File: src/rtl/text_writer_pkg.sv
// Shared constants and state encoding for the text-mode write path.
package text_writer_pkg;

  localparam logic [7:0] CH_BS    = 8'h08;
  localparam logic [7:0] CH_LF    = 8'h0A;
  localparam logic [7:0] CH_FF    = 8'h0C;
  localparam logic [7:0] CH_CR    = 8'h0D;
  localparam logic [7:0] CH_BLANK = 8'h20;

  localparam logic [7:0] PRINT_MIN = 8'h20;
  localparam logic [7:0] PRINT_MAX = 8'h7E;

  typedef enum logic [1:0] {
    IDLE     = 2'd0,
    CLR_ALL  = 2'd1,
    CLR_LINE = 2'd2
  } state_t;

endpackage

File: src/rtl/text_writer.sv
// Byte-stream interpreter that writes character codes into the text RAM,
// tracking a cursor and clearing lines / the whole screen as required.
module text_writer
  import text_writer_pkg::*;
#(
  parameter int         COLS   = 40,
  parameter int         ROWS   = 17,
  parameter int         ADDR_W = 11,
  parameter logic [7:0] BLANK  = CH_BLANK
) (
  input  logic              clk,
  input  logic              reset,
  input  logic [7:0]        in_data,
  input  logic              in_valid,
  output logic              in_ready,
  output logic              wr_en,
  output logic [ADDR_W-1:0] wr_addr,
  output logic [7:0]        wr_data,
  output logic [5:0]        cursor_col,
  output logic [4:0]        cursor_row,
  output logic              busy
);

  localparam logic [5:0]        LAST_COL  = 6'(COLS - 1);
  localparam logic [4:0]        LAST_ROW  = 5'(ROWS - 1);
  localparam logic [ADDR_W-1:0] COLS_A    = ADDR_W'(COLS);
  localparam logic [ADDR_W-1:0] LAST_CELL = ADDR_W'(COLS * ROWS - 1);

  state_t            state;
  logic [ADDR_W-1:0] row_base;
  logic [ADDR_W-1:0] clr_addr;
  logic [5:0]        clr_cnt;

  logic              accept;
  logic              is_print;
  logic              adv_line;
  logic [ADDR_W-1:0] cur_addr;
  logic [4:0]        next_row;
  logic [ADDR_W-1:0] next_base;

  always_comb begin
    accept    = in_valid && in_ready;
    is_print  = (in_data >= PRINT_MIN) && (in_data <= PRINT_MAX);
    adv_line  = accept && ((is_print && cursor_col == LAST_COL) || in_data == CH_LF);
    cur_addr  = row_base + ADDR_W'(cursor_col);
    // Running row base replaces a row*COLS multiplier; it wraps with the row.
    next_row  = (cursor_row == LAST_ROW) ? '0 : cursor_row + 5'd1;
    next_base = (cursor_row == LAST_ROW) ? '0 : row_base + COLS_A;
  end

  always_ff @(posedge clk) begin
    if (reset) begin
      state      <= CLR_ALL;
      wr_en      <= 1'b0;
      wr_addr    <= '0;
      wr_data    <= '0;
      in_ready   <= 1'b0;
      busy       <= 1'b1;
      cursor_col <= '0;
      cursor_row <= '0;
      row_base   <= '0;
      clr_addr   <= '0;
      clr_cnt    <= '0;
    end else begin
      wr_en <= 1'b0;
      unique case (state)
        IDLE: begin
          in_ready <= 1'b1;
          busy     <= 1'b0;
          if (accept) begin
            if (is_print) begin
              wr_en      <= 1'b1;
              wr_addr    <= cur_addr;
              wr_data    <= in_data;
              cursor_col <= (cursor_col == LAST_COL) ? '0 : cursor_col + 6'd1;
            end else begin
              case (in_data)
                CH_CR: cursor_col <= '0;
                CH_LF: cursor_col <= '0;
                CH_BS: begin
                  if (cursor_col != '0) begin
                    cursor_col <= cursor_col - 6'd1;
                    wr_en      <= 1'b1;
                    wr_addr    <= cur_addr - 1'b1;
                    wr_data    <= BLANK;
                  end
                end
                CH_FF: begin
                  cursor_col <= '0;
                  cursor_row <= '0;
                  row_base   <= '0;
                  clr_addr   <= '0;
                  state      <= CLR_ALL;
                  in_ready   <= 1'b0;
                  busy       <= 1'b1;
                end
                default: ;
              endcase
            end
            if (adv_line) begin
              cursor_row <= next_row;
              row_base   <= next_base;
              clr_addr   <= next_base;
              clr_cnt    <= '0;
              state      <= CLR_LINE;
              in_ready   <= 1'b0;
              busy       <= 1'b1;
            end
          end
        end
        CLR_ALL: begin
          wr_en    <= 1'b1;
          wr_addr  <= clr_addr;
          wr_data  <= BLANK;
          clr_addr <= clr_addr + 1'b1;
          if (clr_addr == LAST_CELL) state <= IDLE;
        end
        CLR_LINE: begin
          wr_en    <= 1'b1;
          wr_addr  <= clr_addr;
          wr_data  <= BLANK;
          clr_addr <= clr_addr + 1'b1;
          clr_cnt  <= clr_cnt + 6'd1;
          if (clr_cnt == LAST_COL) state <= IDLE;
        end
        default: state <= CLR_ALL;
      endcase
    end
  end

endmodule

File: config.mk
export PLATFORM = sky130hd
export DESIGN_NAME = text_writer
export DESIGN_NICKNAME = d
export VERILOG_FILES = /design/src/rtl/text_writer_pkg.sv /design/src/rtl/text_writer.sv
export SDC_FILE = /design/constraint.sdc
export NUM_CORES = 1
export LEC_CHECK = 0
export BUFFER_PORTS_ARGS = -buffer_cell sky130_fd_sc_hd__buf_2
export CAP_MARGIN = 20
export CORE_MARGIN = 3
export CORE_UTILIZATION = 40
export CTS_BUF_LIST = sky130_fd_sc_hd__clkbuf_4
export CTS_CLUSTER_DIAMETER = 50
export DETAILED_ROUTE_END_ITERATION = 12
export SYNTH_ARGS = -nofsm -noshare
export SYNTH_HDL_FRONTEND = slang
export SYNTH_SLANG_ARGS = --single-unit
File: constraint.sdc
create_clock -name clk -period 5.25 [get_ports clk]
set_clock_uncertainty 0.2 [all_clocks]
set_input_delay 1.05 -clock clk [delete_from_list [all_inputs] [get_ports clk]]
set_output_delay 1.05 -clock clk [all_outputs]
set_load 0.01 [all_outputs]
==> metrics.yaml <==
finalCritPeriodShare: 0.6515
end_kind: "flip-flop"
reg2reg_from: "cursor_col[0]"
wl_per_cell_um: 15.83
cpMaxStageDelayCell: "a211oi_1"
design.die.area_mm2: 0.01151
drc_errors: 0
nNetsFinal: 584
hold_path_end: "wr_addr[6]"
vias_per_cell: 5.721
critPathTopFamily: "simple AND/OR/NAND/NOR gates"
setup_tns_ps: 0
hold_violations: 0
critPathMaxFanout: 8
netlist.area_leader.share: 0.3072
crit_path_start_kind: "flip-flop"
die_w_um: 107.3
die_h_um: 107.3
ctsRootBufferMaster: "clkbuf_4"
pre_cts_ws_ps: 1483
tightest_slew_ps: 943.8
cts_resized: 0
async_flop_share: 0
place_inst: 676
start_util: 0.4162
num_antenna_cells: 0
grt_usage: 0.1979
postRouteAntennaNets: 0
regArea_mm2: 0.001261
synth_area_per_cell_um2: 7.819
clkSinkCount: 63
area_growth_syn_to_layout_pct: 10.36
r2r-end: "wr_addr[8]"
layout_min_cycle_time_ps: 3420
worstPathBufferInverterCount: 0
slowest_delay_ps: 440
path_clk_slew_ps: 120
synthTopCellsByArea: "dfxtp_1, nor2_1, a21oi_1, ha_1, nand2_1"
fin_cells: 692
io_pins: 44
hold_path_depth: 2
yosysMostFrequentCell: "nor2_1"
ir_drop_uv: 122.6
place_congestion: 0.8694
synth_commonest_cells: "nor2_1, dfxtp_1, a21oi_1"
post_cts_buffers: 0
synth-seq-cells: 63
drv_slew: 0
dp_hpwl_mm: 7.974
drtIter0Drc: 198
cts_tree: "built"
rsz0062_at_grt: "no"
htree_levels: 3
grt_pass1_vias: 3658
synth-main-ff-cell: "dfxtp_1"
powerDensity_mw_per_mm2: 241.0
grt_pass1_wl_mm: 18.46
port_buffers: 43
dr.pass1.iters: 5
hold_buffers: 0
r2r_slack_ps: 1830
yosys.area.top_type: "dfxtp_1"
wirelength_mm: 10.95
worst_slack_ps: 1830
hold_path.class: "flip-flop to flip-flop"
cts_buffer_depth: 2
min_from: "wr_addr[6]"
grt-ovfl-total: 0
status: "completed"
maxSlewHeadroom: 0.3697
yosysUniqueCellTypes: 69
critPathKind: "flip-flop to flip-flop"
fill_cells: 994
coreArea_mm2: 0.009864
fmax_mhz: 292.4
drive_above_1_share: 0.1556
yosysSeqAreaShare: 0.3072
grt_max_degree: 48
synth_edf_count: 0
clock_latency_ps: 440
r2r_cells: 9
worstPathCellList: "ha_1, fa_1, a211oi_1, nor4b_1, nor3_1, o2111ai_1, or2_2, xor2_1, o22ai_1"
crit_required_ps: 5330
synthCells: 525
finalSetupViolCount: 0
synth_fp_nets: 555
worstPathArrival_ps: 3500
p_leak_nw: 1.793
vias: 3959
num_rows: 36
multiInputGateArea_mm2: 0.002661
antenna_found_initial: 0
synthesis.area_mm2: 0.004105
max_cap_violations: 0
numCtsBuffers: 9
ys_warn_count: 0
## cells by family (layout without fill, tap and decap cells)
group / Yosys count / count (layout) / share of synthesized area
buffers and inverters: 45 / 79 / 0.04449
adders and majority gates: 19 / 19 / 0.05974
DFF: 63 / 63 / 0.3072
muxes: 2 / 2 / 0.004877
and+or+nand+nor: 211 / 211 / 0.2667
xor gates and xnor gates: 26 / 26 / 0.05547
AOI/OAI and AO/OA: 159 / 159 / 0.2615
## registers in the layout (all words and copies together) (netlist names)
register / cells
wr_data: 8
busy: 1
clr_addr: 11
state: 2
cursor_row: 5
wr_addr: 11
row_base: 11
wr_en: 1
in_ready: 1
clr_cnt: 6
cursor_col: 6
## tightest hold or removal path, cell delays in order (launching register included)
cell and delay [ps]:
dfxtp_1 330, nand2_1 50, a21oi_1 50
## layout by cell type, fill, tap and decap left out, types with 4 or more instances in the layout
master and n:
a211oi_1 13, a211oi_2 4, a21o_1 12, a21oi_1 47, a22oi_1 5, a31oi_1 8
and2_1 13, and3_1 11, buf_2 43, clkbuf_4 9, dfxtp_1 63, ha_1 18
inv_1 17, nand2_1 42, nand3_1 15, nand4_1 12, nor2_1 65, nor3_1 11
o211ai_1 5, o21a_1 4, o21ai_0 26, or3_1 10, xnor2_1 13, xor2_1 13
## worst max-delay path by stage
stage                              from  depth (start not counted)           end
final                     cursor_col[0]                          9    wr_addr[8]
after global routing      cursor_col[0]                          9    wr_addr[9]
after CTS                 cursor_col[0]                          9    wr_addr[7]
after detailed placement     in_data[0]                          8    wr_addr[6]
after global placement       in_data[0]                          8    wr_addr[6]
after floorplan              in_data[5]                          8  clr_addr[10]
## stage by stage
stage	utilization	total power, mW	instance area [µm²]	hold WS [ps]
after floorplan	-	0.6880	4105	256.6
after global placement	0.4451	0.7472	4390	240.5
after detailed placement	0.4451	0.7496	4390	242.4
after CTS	0.4593	1.101	4531	259.2
after global routing	0.4593	1.151	4531	286.9
final	0.4593	1.092	4531	255.9
## metal layers
metal / share of wire / routed length (µm) / GRT usage / vias to the layer above
li1: - / - / - / 1977
met1: 0.48 / 5279 / 0.2712 / 1887
met2: 0.47 / 5093 / 0.3217 / 84
met3: 0.040 / 433 / 0.03959 / 11
met4: 0.013 / 146 / 0.04384 / 0
met5: 0 / 0 / 0 / -
## cell type report
class,instances,area share
clock buffers,9,0.01491
clock inverters,7,0.01602
inverters,17,0.01408
multi-input cells,417,0.5874
flip-flops and latches,63,0.2784
well taps,133,0.03673
repair buffers,46,0.05247
## where the power goes
group	leakage (nW)	total [mW]	switching (mW)	internal (mW)
Clock	0.0723	0.353	0.208	0.145
Combinational	1.21	0.204	0.124	0.0804
Sequential	0.511	0.534	0.0263	0.508
No activity file was read; power rests on OpenSTA's default activity.
